**src/rtl/seq_det_pkg.sv**
```systemverilog
// Shared types and helpers for the multi-pattern sequence detector.
// Slot configuration record plus width and mask helpers used across the slice.
package seq_det_pkg;

   localparam int PAT_MAX   = 32;
   localparam int LEN_MAX_W = 6;

   typedef struct packed {
      logic [PAT_MAX-1:0]   pat;
      logic [LEN_MAX_W-1:0] len;
   } slot_cfg_t;

   function automatic int idx_w(input int num_pat);
      return (num_pat > 1) ? $clog2(num_pat) : 1;
   endfunction

   function automatic int len_w(input int max_len);
      return $clog2(max_len + 1);
   endfunction

   // Low L bits set; L=0 gives an empty mask.
   function automatic logic [PAT_MAX-1:0] len_mask(input logic [LEN_MAX_W-1:0] len);
      logic [PAT_MAX-1:0] m;
      m = '0;
      for (int i = 0; i < PAT_MAX; i++)
         if (i < int'(len)) m[i] = 1'b1;
      return m;
   endfunction

endpackage

```
**src/rtl/seq_detector_multi_if.sv**
```systemverilog
// Bit-stream, configuration and hit/status bundle of the sequence detector.
// master = serial front end / config side, slave = detector.
interface seq_detector_multi_if #(
   parameter int NUM_PAT = 4,
   parameter int MAX_LEN = 8,
   parameter int CNT_W   = 8
);
   localparam int IDX_W = seq_det_pkg::idx_w(NUM_PAT);
   localparam int LEN_W = seq_det_pkg::len_w(MAX_LEN);

   logic                     i_valid;
   logic                     i_bit;
   logic                     i_clr;
   logic                     i_overlap;
   logic                     i_cfg_we;
   logic [IDX_W-1:0]         i_cfg_idx;
   logic [MAX_LEN-1:0]       i_cfg_pat;
   logic [LEN_W-1:0]         i_cfg_len;
   logic [NUM_PAT-1:0]       o_hit;
   logic                     o_hit_any;
   logic [IDX_W-1:0]         o_hit_id;
   logic [NUM_PAT*CNT_W-1:0] o_hit_cnt;

   modport master (
      output i_valid, i_bit, i_clr, i_overlap, i_cfg_we, i_cfg_idx, i_cfg_pat, i_cfg_len,
      input  o_hit, o_hit_any, o_hit_id, o_hit_cnt
   );

   modport slave (
      input  i_valid, i_bit, i_clr, i_overlap, i_cfg_we, i_cfg_idx, i_cfg_pat, i_cfg_len,
      output o_hit, o_hit_any, o_hit_id, o_hit_cnt
   );

endinterface

```
**src/rtl/seq_det_slot.sv**
```systemverilog
// One pattern slot: pat/len registers, compare against the shared history and,
// when SEQDET_COUNT_EN is defined, a saturating hit counter.
module seq_det_slot
   import seq_det_pkg::*;
#(
   parameter int MAX_LEN = 8
`ifdef SEQDET_COUNT_EN
   , parameter int CNT_W = 8
`endif
) (
   input  logic                      clk,
   input  logic                      rst,
   input  logic                      i_accept,
   input  logic [MAX_LEN-1:0]        i_hist,
   input  logic [len_w(MAX_LEN)-1:0] i_fill,
   input  logic                      i_cfg_sel,
   input  logic [MAX_LEN-1:0]        i_cfg_pat,
   input  logic [len_w(MAX_LEN)-1:0] i_cfg_len,
`ifdef SEQDET_COUNT_EN
   input  logic                      i_clr,
   output logic [CNT_W-1:0]          o_cnt,
`endif
   output logic                      o_match
);

   slot_cfg_t r_cfg;
   logic      w_en;
   logic      w_full;
   logic      w_eq;

   always_ff @(posedge clk) begin
      // NOTE: the config flops take reset too, so every slot comes up disabled.
      if (rst) begin
         r_cfg <= '0;
      end else if (i_cfg_sel) begin
         r_cfg.pat <= PAT_MAX'(i_cfg_pat);
         r_cfg.len <= LEN_MAX_W'(i_cfg_len);
      end
   end

   // Matching sees the pre-write config; a write lands for the next bit.
   assign w_en    = (r_cfg.len != '0) && (r_cfg.len <= LEN_MAX_W'(MAX_LEN));
   assign w_full  = LEN_MAX_W'(i_fill) >= r_cfg.len;
   assign w_eq    = ((PAT_MAX'(i_hist) ^ r_cfg.pat) & len_mask(r_cfg.len)) == '0;
   assign o_match = i_accept & w_en & w_full & w_eq;

`ifdef SEQDET_COUNT_EN
   logic [CNT_W-1:0] r_cnt;

   always_ff @(posedge clk) begin
      if (rst || i_cfg_sel || i_clr) begin
         r_cnt <= '0;
      end else if (o_match && (r_cnt != '1)) begin
         r_cnt <= r_cnt + 1'b1;
      end
   end

   assign o_cnt = r_cnt;
`endif

endmodule

```
**src/rtl/seq_detector_multi.sv**
```systemverilog
// Multi-pattern serial sequence detector: shared history, NUM_PAT slots, priority
// encoder and registered hit outputs. Per-slot counters exist only with SEQDET_COUNT_EN.
module seq_detector_multi
   import seq_det_pkg::*;
#(
   parameter int NUM_PAT = 4,
   parameter int MAX_LEN = 8,
   parameter int CNT_W   = 8
) (
   input logic                 clk,
   input logic                 rst,
   seq_detector_multi_if.slave bus
);

   localparam int IDX_W = idx_w(NUM_PAT);
   localparam int LEN_W = len_w(MAX_LEN);

   logic [MAX_LEN-1:0] r_hist;
   logic [MAX_LEN-1:0] w_hist_next;
   logic [LEN_W-1:0]   r_fill;
   logic [LEN_W-1:0]   w_fill_next;
   logic               w_accept;
   logic [NUM_PAT-1:0] w_match;
   logic [NUM_PAT-1:0] w_cfg_sel;
   logic [IDX_W-1:0]   w_first;
   logic [NUM_PAT-1:0] r_hit;
   logic               r_hit_any;
   logic [IDX_W-1:0]   r_hit_id;

   // clr drops the bit on the same edge, so it never reaches the slots.
   assign w_accept    = bus.i_valid & ~bus.i_clr;
   assign w_hist_next = {r_hist[MAX_LEN-2:0], bus.i_bit};
   assign w_fill_next = (r_fill == LEN_W'(MAX_LEN)) ? r_fill : r_fill + 1'b1;

   for (genvar p = 0; p < NUM_PAT; p++) begin : g_slot
      assign w_cfg_sel[p] = bus.i_cfg_we && (bus.i_cfg_idx == IDX_W'(p));

      seq_det_slot #(
         .MAX_LEN(MAX_LEN)
`ifdef SEQDET_COUNT_EN
         , .CNT_W(CNT_W)
`endif
      ) u_slot (
         .clk       (clk),
         .rst       (rst),
         .i_accept  (w_accept),
         .i_hist    (w_hist_next),
         .i_fill    (w_fill_next),
         .i_cfg_sel (w_cfg_sel[p]),
         .i_cfg_pat (bus.i_cfg_pat),
         .i_cfg_len (bus.i_cfg_len),
`ifdef SEQDET_COUNT_EN
         .i_clr     (bus.i_clr),
         .o_cnt     (bus.o_hit_cnt[p*CNT_W +: CNT_W]),
`endif
         .o_match   (w_match[p])
      );
   end

`ifndef SEQDET_COUNT_EN
   assign bus.o_hit_cnt = {(NUM_PAT*CNT_W){1'b0}};
`endif

   always_comb begin
      // NOTE: blocking assignments here; the downward scan leaves the lowest hit index last.
      w_first = '0;
      for (int p = NUM_PAT - 1; p >= 0; p--)
         if (w_match[p]) w_first = IDX_W'(p);
   end

   always_ff @(posedge clk) begin
      if (rst) begin
         r_hist    <= '0;
         r_fill    <= '0;
         r_hit     <= '0;
         r_hit_any <= 1'b0;
         r_hit_id  <= '0;
      end else begin
         r_hit     <= w_match;
         r_hit_any <= |w_match;
         r_hit_id  <= w_first;
         if (bus.i_clr) begin
            r_hist <= '0;
            r_fill <= '0;
         end else if (bus.i_valid) begin
            r_hist <= w_hist_next;
            // Non-overlapping: any hit forces L fresh bits before the next match.
            r_fill <= (!bus.i_overlap && (|w_match)) ? '0 : w_fill_next;
         end
      end
   end

   assign bus.o_hit     = r_hit;
   assign bus.o_hit_any = r_hit_any;
   assign bus.o_hit_id  = r_hit_id;

endmodule

```
**src/flat_wrapper.sv**
```systemverilog
// flat-port wrapper written by rule: the top's interface ports become plain ports
module seq_detector_multi_flat import seq_det_pkg::*;
#(
   parameter int NUM_PAT = 4,
   parameter int MAX_LEN = 8,
   parameter int CNT_W   = 8
)
  (clk, rst, bus_i_valid, bus_i_bit, bus_i_clr, bus_i_overlap, bus_i_cfg_we, bus_i_cfg_idx, bus_i_cfg_pat, bus_i_cfg_len, bus_o_hit, bus_o_hit_any, bus_o_hit_id, bus_o_hit_cnt);
  seq_detector_multi_if #(.NUM_PAT(NUM_PAT), .MAX_LEN(MAX_LEN), .CNT_W(CNT_W)) bus_i ();
  input logic clk;
  input logic rst;
  input wire logic [$bits(bus_i.i_valid)-1:0] bus_i_valid;
  input wire logic [$bits(bus_i.i_bit)-1:0] bus_i_bit;
  input wire logic [$bits(bus_i.i_clr)-1:0] bus_i_clr;
  input wire logic [$bits(bus_i.i_overlap)-1:0] bus_i_overlap;
  input wire logic [$bits(bus_i.i_cfg_we)-1:0] bus_i_cfg_we;
  input wire logic [$bits(bus_i.i_cfg_idx)-1:0] bus_i_cfg_idx;
  input wire logic [$bits(bus_i.i_cfg_pat)-1:0] bus_i_cfg_pat;
  input wire logic [$bits(bus_i.i_cfg_len)-1:0] bus_i_cfg_len;
  output wire logic [$bits(bus_i.o_hit)-1:0] bus_o_hit;
  output wire logic [$bits(bus_i.o_hit_any)-1:0] bus_o_hit_any;
  output wire logic [$bits(bus_i.o_hit_id)-1:0] bus_o_hit_id;
  output wire logic [$bits(bus_i.o_hit_cnt)-1:0] bus_o_hit_cnt;
  assign bus_i.i_valid = bus_i_valid;
  assign bus_i.i_bit = bus_i_bit;
  assign bus_i.i_clr = bus_i_clr;
  assign bus_i.i_overlap = bus_i_overlap;
  assign bus_i.i_cfg_we = bus_i_cfg_we;
  assign bus_i.i_cfg_idx = bus_i_cfg_idx;
  assign bus_i.i_cfg_pat = bus_i_cfg_pat;
  assign bus_i.i_cfg_len = bus_i_cfg_len;
  assign bus_o_hit = bus_i.o_hit;
  assign bus_o_hit_any = bus_i.o_hit_any;
  assign bus_o_hit_id = bus_i.o_hit_id;
  assign bus_o_hit_cnt = bus_i.o_hit_cnt;
  seq_detector_multi #(.NUM_PAT(NUM_PAT), .MAX_LEN(MAX_LEN), .CNT_W(CNT_W)) u_core (.clk(clk), .rst(rst), .bus(bus_i));
endmodule
```
**config.mk**
```make
export PLATFORM = sky130hd
export DESIGN_NAME = seq_detector_multi_flat
export DESIGN_NICKNAME = d
export VERILOG_FILES = /design/src/rtl/seq_det_pkg.sv /design/src/rtl/seq_detector_multi_if.sv /design/src/rtl/seq_det_slot.sv /design/src/rtl/seq_detector_multi.sv /design/src/flat_wrapper.sv
export SDC_FILE = /design/constraint.sdc
export NUM_CORES = 1
export LEC_CHECK = 0
export ABC_AREA = 1
export CORE_MARGIN = 3
export CORE_UTILIZATION = 40
export CTS_BUF_LIST = sky130_fd_sc_hd__clkbuf_8
export DETAILED_ROUTE_END_ITERATION = 8
export GPL_TIMING_DRIVEN = 0
export PLACE_DENSITY_LB_ADDON = 0.08
export SLEW_MARGIN = 20
export SYNTH_ARGS = -nofsm -noshare
export SYNTH_HDL_FRONTEND = slang
export SYNTH_HIERARCHICAL = 1
export SYNTH_SLANG_ARGS = --single-unit
```
**constraint.sdc**
```tcl
create_clock -name clk -period 2.5 [get_ports clk]
set_clock_uncertainty 0.15 [all_clocks]
set_input_delay 0.5 -clock clk [delete_from_list [all_inputs] [get_ports clk]]
set_output_delay 0.5 -clock clk [all_outputs]
set_load 0.02 [all_outputs]
```
==> metrics, run 1 <==
status completed; Ys Warns 6; Layout area overhead 21.99%; Sw Ratio 28.36%; fill cell count 1052; Worst-Skew Late Latency 340 ps; Critical Path Max Stage Delay 370 ps; sequential share of power 43.4%; Clock Power Share 38.7%; WP buf/inv 1; Critical Path Slowest Stage Cell dfxtp_4; FP Rows 36; CTS tree built; CTS Buffer Depth 2; vias per std cell 4.665; Post-Syn Instances 605; Yosys top cell by area dfxtp_1; CP most frequent cell nand3_1; Hold Fails Final Rpt 0; Clock Sinks 66; cts hold-fix bufs 0; Comb pwr share 17.8%; synthesized flop and latch total 66; Hold Worst Slack 323.3 ps; Avg Synthesized Cell Area 6.725 sq um; max cap viols 0; post-synth top area share 32.47%; unique cell type count in the Yosys netlist 28; Required @ worst endpoint 2630 ps; WL final 10970 microns; aggregate global routing overflow 0; pin count of the biggest net entering global routing 14; GRT Max-Usage Layer met2; wire length of the first global-routing pass 17130 microns; routing usage on met2 32.42%; final setup TNS 0 ps; antenna-violating nets left 0; Die X 106.9 microns; DP Area 4622 sq um; Leakage 2.357 nW; r2r setup slk 130 ps; Rel. slew slack 51.43%; die footprint 11420 sq um; die height 106.9 microns; DR DRC count 0; hold crit path type register to register; worst-case vdd ir drop 0.0002445 V; I/O pin count 60; Critical Path, Cell by Cell ha_1 -> or2_1 -> nand2_4 -> ha_1 -> nand2_1 -> inv_1 -> nand3_1 -> nand3_1 -> nand3_2 -> nor2_4 -> nor2_2 -> nand2_2 -> nand2_2 -> nand3_1 -> a21oi_2; GRT Total Usage 19.75%; Critical Path Fanout Max 6; top area cells in the synthesized netlist dfxtp_1, nand2_1, buf_4, nor2_1, ha_1; fin area 4964 sq um; number of H-tree levels 3; crit path time final 2366 ps; input/output buffers 27; dpl cells 796; overall power 2.592 mW; Final Wtd Congestion 0.8388; drt pass-1 iters 5; CTS root buffer clkbuf_8; clk slew on worst S/H paths 80 ps; Tcrit/Tclk final 94.66%; NumNets Final 716; cell-internal power 1.857 mW; sequential share of the synthesized area 32.47%; Post-Synthesis Cell Area 4069 sq um; DRT iter0 DRCs 241; Pwr Density 522.2 nW/um^2; crit start category register; vias in the first global route 3450; Starting Density 41.44%; TritonCTS buffer count 9; Core ar. 9819 sq um; ant diodes 0; Tightest Pin Transition 726.2 ps; Psw 0.7352 mW; final slew viol count 0; FMAX 422.6 MHz; CP top delay family simple AND/OR/NAND/NOR gates; GRT met3 Usage 3.432%; CP arrival 2490 ps; final setup violation count 0; initial antenna violation count 0; WL/cell 13.47 microns; hpwl dp 8029 microns; Finished Layout Cells 815; crit end category register; CP Class register to register; GR Util met1 25.62%; fraction of layout cells with a size suffix above 1 18.62%; via count 3802
[repair_timing]
action,in CTS,in global routing
pin swaps,1,9
resized for setup,13,15
setup buffers,0,3
endpoints found under the setup margin,8,4
[worst reg2reg max path, cell delays in order (launching register included)]
cell and delay (ps):
dfxtp_4 370, ha_1 220, or2_1 240, nand2_4 120
ha_1 250, nand2_1 70, inv_1 40, nand3_1 60
nand3_1 100, nand3_2 100, nor2_4 50, nor2_2 140
nand2_2 70, nand2_2 110, nand3_1 100, a21oi_2 120
[metal layers]
metal  share of wire, %  vias up
met2                 46       95
met4                2.6        0
met1                 45     1704
met3                5.8       19
li1                   -     1984
met5                  0        -
[through the flow]
| step | setup slack (ps) | utilization, % |
|---|---|---|
| 2_1_floorplan | 283.7 | - |
| 3_3_place_gp | -601.2 | 47.07 |
| 3_5_place_dp | -658.3 | 47.07 |
| 4_1_cts | 28.16 | 49.68 |
| 5_1_grt | -26.99 | 50.55 |
| 6_report | 133.6 | 50.55 |
[flip-flops by register name, indices dropped and copies added, names as in the netlist]
register	cells
u_core/r_hist	7
u_core/bus.o_hit	4
u_core/g_slot.u_slot/r_cfg	48
u_core/r_fill	4
u_core/bus.o_hit_any	1
u_core/bus.o_hit_id	2
[kinds of logic (layout without fill, tap and decap cells)]
family / Yosys count / in the layout / synth area share, %
buffers and inverters: 117 / 163 / 14.91
AOI/OAI and AO/OA: 69 / 69 / 10.89
xor gates and xnor gates: 12 / 12 / 2.583
and+or+nand+nor: 322 / 322 / 33.52
DFF: 66 / 66 / 32.47
adders and majority gates: 18 / 18 / 5.535
other: 1 / 32 / 0.09216
[cell usage after synthesis, drive strengths merged]
library cell / number
nand2: 194
xor2: 8
dfxtp: 66
clkbuf: 4
xnor2: 4
conb: 1
or2: 6
inv: 69
nor2: 79
nand4: 2
a211oi: 20
nor4: 1
nand3: 35
o21bai: 4
ha: 18
nor3: 5
a21oi: 45
buf: 44
[area by class of cell]
class                   instances  area [sq um]  share of cell area [%]
plain buffers                  48         347.8                   7.008
clock buffers                  10         137.6                   2.773
clock inverters                 6         81.33                   1.639
inverters                      69         259.0                   5.218
multi-input cells             453          2350                   47.34
flip-flops and latches         66          1329                   26.77
well taps                     133         166.4                   3.353
repair buffers                 30         292.8                   5.899
[power groups by stage]
stage | sequential (mW) | clock, mW | combinational [mW]
2_1_floorplan | 1.15 | 0 | 0.310
3_3_place_gp | 1.15 | 0 | 0.435
3_5_place_dp | 1.15 | 0 | 0.441
4_1_cts | 1.13 | 1.04 | 0.448
5_1_grt | 1.13 | 1.08 | 0.515
6_report | 1.13 | 1.00 | 0.463
[cell usage in the layout, fill, tap and decap left out]
cell type / n
dfxtp_1: 64
nor4_1: 1
clkinvlp_4: 1
nor2_2: 14
clkbuf_1: 4
inv_1: 56
clkinv_2: 2
o21bai_1: 4
nand4_1: 2
nand3_2: 5
or2_1: 1
buf_6: 2
nand2_2: 7
a21oi_2: 10
nand2_1: 185
a21oi_1: 35
xor2_1: 8
a211oi_1: 20
or2_4: 1
conb_1: 32
buf_4: 43
nand2_4: 2
nor2_1: 56
nor3_1: 5
nand3_1: 30
clkbuf_8: 10
inv_2: 14
clkdlybuf4s50_1: 27
or2_0: 4
ha_1: 17
nor2_4: 9
buf_2: 2
ha_4: 1
xnor2_1: 4
bufinv_16: 2
dfxtp_4: 2
[worst paths after layout]
path | startpoint | endpoint | cells after the start
worst max-delay path | u_core/r_fill[0]$_SDFFE_PP0P_ | u_core/r_fill[0]$_SDFFE_PP0P_ | 15
worst min-delay path | u_core/g_slot[0].u_slot/r_cfg[8]$_SDFFE_PP0P_ | u_core/g_slot[0].u_slot/r_cfg[8]$_SDFFE_PP0P_ | 2
worst max register to register | u_core/r_fill[0]$_SDFFE_PP0P_ | u_core/r_fill[0]$_SDFFE_PP0P_ | 15
worst min register to register | u_core/g_slot[0].u_slot/r_cfg[8]$_SDFFE_PP0P_ | u_core/g_slot[0].u_slot/r_cfg[8]$_SDFFE_PP0P_ | 2
(Power assumes the default switching activity.)
==> run 2: changes to the inputs <==
--- a/config.mk
+++ b/config.mk
@@ -10,8 +10,8 @@
 export CORE_UTILIZATION = 40
 export CTS_BUF_LIST = sky130_fd_sc_hd__clkbuf_8
 export DETAILED_ROUTE_END_ITERATION = 8
-export GPL_TIMING_DRIVEN = 0
-export PLACE_DENSITY_LB_ADDON = 0.08
+export GPL_TIMING_DRIVEN = 1
+export PLACE_DENSITY = 0.61
 export SLEW_MARGIN = 20
 export SYNTH_ARGS = -nofsm -noshare
 export SYNTH_HDL_FRONTEND = slang
==> metrics, run 2 (synthesis gave the netlist of run 1 again) <==
ant diodes 0 (unchanged); initial antenna violation count 0 (unchanged); WL final 9840 microns (was 10970 microns); fraction of layout cells with a size suffix above 1 13.64% (was 18.62%); clk slew on worst S/H paths 90 ps (was 80 ps); status completed (unchanged); DRT iter0 DRCs 239 (was 241); TritonCTS buffer count 9 (unchanged); Pwr Density 530.8 nW/um^2 (was 522.2 nW/um^2); vias in the first global route 3175 (was 3450); CTS root buffer clkbuf_8 (unchanged); Critical Path Stages 17 (was 15); Largest regs u_core/g_slot.u_slot/r_cfg: 48 flops, u_core/r_hist: 7 flops (unchanged); Biggest register u_core/g_slot.u_slot/r_cfg (unchanged); cell-internal power 1.708 mW (was 1.857 mW); WL/cell 12.65 microns (was 13.47 microns); worst-case vdd ir drop 0.0002269 V (was 0.0002445 V); Worst-Skew Late Latency 350 ps (was 340 ps); die footprint 11420 sq um (unchanged); I/O pin count 60 (unchanged); DR DRC count 0 (unchanged); drt pass-1 iters 5 (unchanged); max reg flops 48 (unchanged); Clock Power Share 37.5% (was 38.7%); Leakage 2.158 nW (was 2.357 nW); commonest non-fill, non-tap cell in the layout nand2_1 (unchanged); GRT Total Usage 17.79% (was 19.75%); r2r setup slk 110 ps (was 130 ps); max cap viols 0 (unchanged); sequential share of power 46.0% (was 43.4%); dpl cells 760 (was 796); multi-input logic area 2287 sq um (was 2350 sq um); number of H-tree levels 3 (unchanged); Comb pwr share 16.5% (was 17.8%); pin count of the biggest net entering global routing 37 (was 14); Psw 0.7450 mW (was 0.7352 mW); final slew viol count 0 (unchanged); FMAX 417.6 MHz (was 422.6 MHz); Place WS -39.56 ps (was -658.3 ps); input/output buffers 27 (unchanged); Hold Fails Final Rpt 0 (unchanged); final setup TNS 0 ps (unchanged); Final Wtd Congestion 0.9150 (was 0.8388); Finished Layout Cells 778 (was 815); Die X 106.9 microns (unchanged); Layout area overhead 13.56% (was 21.99%); via count 3582 (was 3802); crit end category register (unchanged); crit path time final 2395 ps (was 2366 ps); WHS Path Cells 2 (unchanged); Critical Path Slowest Stage Cell dfxtp_2 (was dfxtp_4); fill cell count 1052 (unchanged); WP buf/inv 2 (was 1); CP arrival 2470 ps (was 2490 ps); aggregate global routing overflow 0 (unchanged); CP Class register to register (unchanged); wire length of the first global-routing pass 16000 microns (was 17130 microns); Core Util, Final 47.06% (was 50.55%); Clock Sinks 66 (unchanged); CTS tree built (unchanged); Starting Density 41.44% (unchanged); die height 106.9 microns (unchanged); FP Rows 36 (unchanged); post-route setup slack 105.3 ps (was 133.6 ps); antenna-violating nets left 0 (unchanged); Tcrit/Tclk final 95.79% (was 94.66%); hpwl dp 7618 microns (was 8029 microns); R2R cell count 17 (was 15); NumNets Final 679 (was 716); CP most frequent cell nand3_1 (unchanged); commonest non-fill, non-tap cells in the layout nand2_1, dfxtp_1, nor2_1 (was nand2_1, dfxtp_1, inv_1, nor2_1, buf_4); Critical Path, Cell by Cell inv_1 -> ha_4 -> nand2_1 -> nand3_1 -> nand2_2 -> ha_1 -> nand2_1 -> inv_1 -> nand3_1 -> nand3_1 -> nand3_1 -> nor2_2 -> nor2_2 -> nand2_1 -> nand2_2 -> nand3_1 -> a21oi_2 (was ha_1 -> or2_1 -> nand2_4 -> ha_1 -> nand2_1 -> inv_1 -> nand3_1 -> nand3_1 -> nand3_2 -> nor2_4 -> nor2_2 -> nand2_2 -> nand2_2 -> nand3_1 -> a21oi_2); hold crit path type register to register (unchanged); Critical Path Fanout Max 5 (was 6); Sw Ratio 30.37% (was 28.36%); overall power 2.453 mW (was 2.592 mW); Required @ worst endpoint 2580 ps (was 2630 ps); Core ar. 9819 sq um (unchanged); vias per std cell 4.604 (was 4.665); final setup violation count 0 (unchanged); Critical Path Max Stage Delay 350 ps (was 370 ps); crit start category register (unchanged); CTS Buffer Depth 2 (unchanged); FF/Latch Area 1324 sq um (was 1329 sq um); CP top delay family simple AND/OR/NAND/NOR gates (unchanged)
-- run 2: cell types whose count changed in the layout (fill, tap and decap cells not counted), moves of 2 or more --
cell / before / now
buf_6: 2 / 0
nand2_1: 185 / 187
dfxtp_2: 0 / 2
inv_6: 0 / 2
clkbuf_1: 4 / 0
nand3_2: 5 / 1
dfxtp_4: 2 / 0
nor2_4: 9 / 4
nand2_4: 2 / 0
nand3_1: 30 / 34
nor2_2: 14 / 18
clkinv_4: 0 / 2
buf_4: 43 / 13
-- run 2: final timing paths --
path,from,endpoint
max,u_core/r_fill[1]$_SDFFE_PP0P_,u_core/r_fill[0]$_SDFFE_PP0P_
min,u_core/g_slot[0].u_slot/r_cfg[10]$_SDFFE_PP0P_,u_core/g_slot[0].u_slot/r_cfg[10]$_SDFFE_PP0P_
max reg2reg,u_core/r_fill[1]$_SDFFE_PP0P_,u_core/r_fill[0]$_SDFFE_PP0P_
min reg2reg,u_core/g_slot[0].u_slot/r_cfg[10]$_SDFFE_PP0P_,u_core/g_slot[0].u_slot/r_cfg[10]$_SDFFE_PP0P_
-- run 2: worst reg2reg max path, delay by kind of cell (launching register included) --
family                   cells  cell delay [ps]
AND/OR/NAND/NOR             12             1110
AO/OA/AOI/OAI                1               60
adder cells (fa/ha/maj)      2              450
buffers and inverters        2              170
flip-flops                   1              350
-- run 2: power groups by stage --
| stage | clock network [mW] | registers, mW | logic (mW) |
|---|---|---|---|
| final | 0.920 | 1.13 | 0.406 |
| after global routing | 0.997 | 1.13 | 0.460 |
| after CTS | 0.949 | 1.13 | 0.397 |
| after detailed placement | 0 | 1.15 | 0.395 |
| after global placement | 0 | 1.15 | 0.389 |
| after floorplan | 0 | 1.15 | 0.310 |
-- run 2: per-stage QoR --
stage	hold slack, ps	cell area, sq um
3_3_place_gp	312.9	4372
6_report	326.9	4621
3_5_place_dp	315.4	4372
2_1_floorplan	297.9	4185
4_1_cts	325.7	4573
5_1_grt	345.9	4621
-- run 2: area by class of cell --
cell class | instances | area share (%)
clock buffers | 9 | 2.681
clock inverters | 7 | 1.679
inverters | 69 | 5.605
multi-input cells | 453 | 49.50
flip-flops and latches | 66 | 28.65
well taps | 133 | 3.601
repair buffers | 41 | 8.286
-- run 2: what timing repair did --
item                                    CTS  global route
resized for setup                         0            11
hold buffers                              0             0
endpoints found under the setup margin    0             8
buffers inserted                          0             2
-- run 2: routing by layer --
metal  global-route usage, %  routed length, microns
met2                   28.73                    4470
met3                   2.589                     528
met4                   6.027                     160
met5                       0                       0
met1                   24.34                    4682
==> run 3: changes to the inputs <==
--- a/config.mk
+++ b/config.mk
@@ -5,13 +5,11 @@
 export SDC_FILE = /design/constraint.sdc
 export NUM_CORES = 1
 export LEC_CHECK = 0
-export ABC_AREA = 1
 export CORE_MARGIN = 3
 export CORE_UTILIZATION = 40
-export CTS_BUF_LIST = sky130_fd_sc_hd__clkbuf_8
 export DETAILED_ROUTE_END_ITERATION = 8
 export GPL_TIMING_DRIVEN = 1
-export PLACE_DENSITY = 0.61
+export PLACE_DENSITY = 0.62
 export SLEW_MARGIN = 20
 export SYNTH_ARGS = -nofsm -noshare
 export SYNTH_HDL_FRONTEND = slang
==> metrics, run 3 <==
status finished, violations left (was completed); failing checks negative setup slack; final setup TNS -2841 ps (was 0 ps); Sw Ratio 26.56% (was 30.37%); crit path time final 2954 ps (was 2395 ps); Core ar. 8891 sq um (was 9819 sq um); Pwr Density 519.6 nW/um^2 (was 530.8 nW/um^2); Primary FF master, synth dfxtp_1 (unchanged); Avg Synthesized Cell Area 9.360 sq um (was 6.725 sq um); Clock Power Share 37.9% (was 37.5%); Hold Fails Final Rpt 0 (unchanged); Biggest register u_core/g_slot.u_slot/r_cfg (unchanged); antenna-violating nets left 0 (unchanged); post-synth top area share 35.38% (was 32.47%); Leakage 1.985 nW (was 2.158 nW); max cap viols 0 (unchanged); Psw 0.6363 mW (was 0.7450 mW); crit start category register (unchanged); number of H-tree levels 3 (unchanged); Required @ worst endpoint 2640 ps (was 2580 ps); Rel. slew slack 59.33%; Layout area overhead 23.42% (was 13.56%); vias in the first global route 2805 (was 3175); CP arrival 3090 ps (was 2470 ps); cell-internal power 1.759 mW (was 1.708 mW); overall power 2.395 mW (was 2.453 mW); sequential share of power 46.3% (was 46.0%); unique cell type count in the Yosys netlist 42 (was 28); fraction of registers with async set/reset 0% (unchanged); input/output buffers 27 (unchanged); wire length of the first global-routing pass 14510 microns (was 16000 microns); Tightest Pin Transition 610.1 ps; FF/Latch Area 1326 sq um (was 1324 sq um); Post-synth EDFFs 0 (unchanged); Clock Sinks 66 (unchanged); ant diodes 0 (unchanged); die height 102.6 microns (was 106.9 microns); synthesized flop and latch total 66 (unchanged); WL final 9317 microns (was 9840 microns); top area cells in the synthesized netlist dfxtp_1, mux2i_1, nor2_1, buf_4, ha_1 (was dfxtp_1, nand2_1, buf_4, nor2_1, ha_1); hpwl dp 7006 microns (was 7618 microns); sequential share of the synthesized area 35.38% (was 32.47%); crit end category register (unchanged); clk slew on worst S/H paths 70 ps (was 90 ps); CTS root buffer clkbuf_8 (unchanged); multi-input logic area 2307 sq um (was 2287 sq um); hold crit path type register to register (unchanged); WL/cell 16.23 microns (was 12.65 microns); initial antenna violation count 0 (unchanged); final setup violation count 10 (was 0); Worst-Skew Late Latency 350 ps (about the same); RSZ-0062 raised after global routing true; via count 2903 (was 3582); Starting Density 42.01% (was 41.44%); DRT iter0 DRCs 206 (was 239); Largest regs u_core/g_slot.u_slot/r_cfg: 48 flops, u_core/r_hist: 7 flops (unchanged); aggregate global routing overflow 0 (unchanged); DR DRC count 0 (unchanged); pin count of the biggest net entering global routing 31 (was 37); vias per std cell 5.057 (was 4.604); post-route setup slack -454.1 ps (was 105.3 ps); FMAX 338.5 MHz (was 417.6 MHz); die footprint 10530 sq um (was 11420 sq um); Post-Syn Instances 399 (was 605); CP Class register to register (unchanged); Die X 102.6 microns (was 106.9 microns); Tcrit/Tclk final 118.2% (was 95.79%); final slew viol count 0 (unchanged); Yosys top cell by area dfxtp_1 (unchanged); fill cell count 839 (was 1052); CTS Buffer Depth 2 (unchanged); FP Rows 34 (was 36); NumNets Final 501 (was 679); worst-case vdd ir drop 0.0003772 V (was 0.0002269 V); I/O pin count 60 (unchanged); Final Wtd Congestion 0.8378 (was 0.9150); Post-Synthesis Cell Area 3735 sq um (was 4069 sq um); commonest non-fill, non-tap cells in the layout nor2_1, dfxtp_1, mux2i_1 (was nand2_1, dfxtp_1, nor2_1); Synth top cells by count dfxtp_1, nor2_1, mux2i_1, buf_4, xor2_1 (was nand2_1, dfxtp_1, nor2_1, inv_1, buf_4); drt pass-1 iters 4 (was 5); Core Util, Final 51.84% (was 47.06%); Comb pwr share 15.8% (was 16.5%); Ys Warns 6 (unchanged); Critical Path Fanout Max 5 (unchanged); GRT Total Usage 18.40% (was 17.79%); TritonCTS buffer count 9 (unchanged); CTS tree built (unchanged); fraction of layout cells with a size suffix above 1 20.17% (was 13.64%); max reg flops 48 (unchanged)
run 3: changes by cell type after synthesis, sizes merged, moves of 33 or more:
cell   previous run  this run
nand3            35         2
nand2           194         5
a21oi            45         7
inv              69        21
mux2i             0        55
run 3: power by group through the flow:
| stage | Sequential [mW] | Clock, mW | Combinational (mW) |
|---|---|---|---|
| after floorplan | 1.13 | 0 | 0.263 |
| after global placement | 1.13 | 0 | 0.340 |
| after detailed placement | 1.13 | 0 | 0.345 |
| after CTS | 1.11 | 0.939 | 0.361 |
| after global routing | 1.11 | 0.980 | 0.412 |
| final | 1.11 | 0.908 | 0.378 |
run 3: layout make-up:
| type | count | share of cell area [%] |
|---|---|---|
| well taps | 108 | 2.932 |
| inverters | 21 | 1.764 |
| repair buffers | 64 | 12.11 |
| clock inverters | 4 | 1.086 |
| multi-input cells | 300 | 50.05 |
| flip-flops and latches | 66 | 28.77 |
| clock buffers | 11 | 3.284 |
run 3: metrics by stage:
step	cells	setup WS, ps	instance area [sq um]	hold WS [ps]
3_3_place_gp	552	-444.4	4227	346.8
5_1_grt	574	-579.9	4609	404.6
2_1_floorplan	430	-283.2	3885	310.9
4_1_cts	570	-427.7	4507	373.9
3_5_place_dp	552	-547.5	4227	353.9
6_report	574	-454.1	4609	366.7
run 3: layer usage:
metal	share of wire [%]	vias to the layer above	global-route usage [%]	wire length (microns)
met5	0	-	0	0
met4	2.3	0	6.761	214
met3	5.9	22	4.736	550
met2	48	90	30.88	4461
met1	44	1355	22.73	4091
li1	-	1436	-	-
run 3: critical path, cell delays in order (launching register included):
cell      delay, ps
dfxtp_4         350
inv_2            40
ha_4            150
and3b_2         240
xnor2_4         190
inv_1            70
ha_1            280
nand2b_4        140
a211o_1         270
a21oi_2         180
a211oi_4         70
nor4_4          300
buf_4           190
o211a_1         150
a32o_1          140
run 3: cells by family after synthesis:
group,synth area share [%]
flops,35.38
mux,15.95
xor+xnor,7.973
other cells,0.1004
fa+ha+maj,6.030
compound gates,10.02
simple gates,14.71
buf+inv,9.849
run 3: final timing paths:
path	start	to	slack (ps)	cells past startpoint
worst max-delay path	u_core/r_fill[0]$_SDFFE_PP0P_	u_core/r_fill[3]$_SDFFE_PP0P_	-450	14
worst min-delay path	u_core/g_slot[3].u_slot/r_cfg[11]$_SDFFE_PP0P_	u_core/g_slot[3].u_slot/r_cfg[11]$_SDFFE_PP0P_	370	2
worst max register to register	u_core/r_fill[0]$_SDFFE_PP0P_	u_core/r_fill[3]$_SDFFE_PP0P_	-450	14
worst min register to register	u_core/g_slot[3].u_slot/r_cfg[11]$_SDFFE_PP0P_	u_core/g_slot[3].u_slot/r_cfg[11]$_SDFFE_PP0P_	370	2
run 3: what timing repair did:
action | CTS | global route
buffers inserted | 4 | 5
pin swaps | 17 | 4
gates resized for setup | 11 | 15
gates cloned | 0 | 0
hold buffers | 0 | 0
endpoints found under the setup margin | 11 | 11
endpoints found under the hold margin | 0 | 0
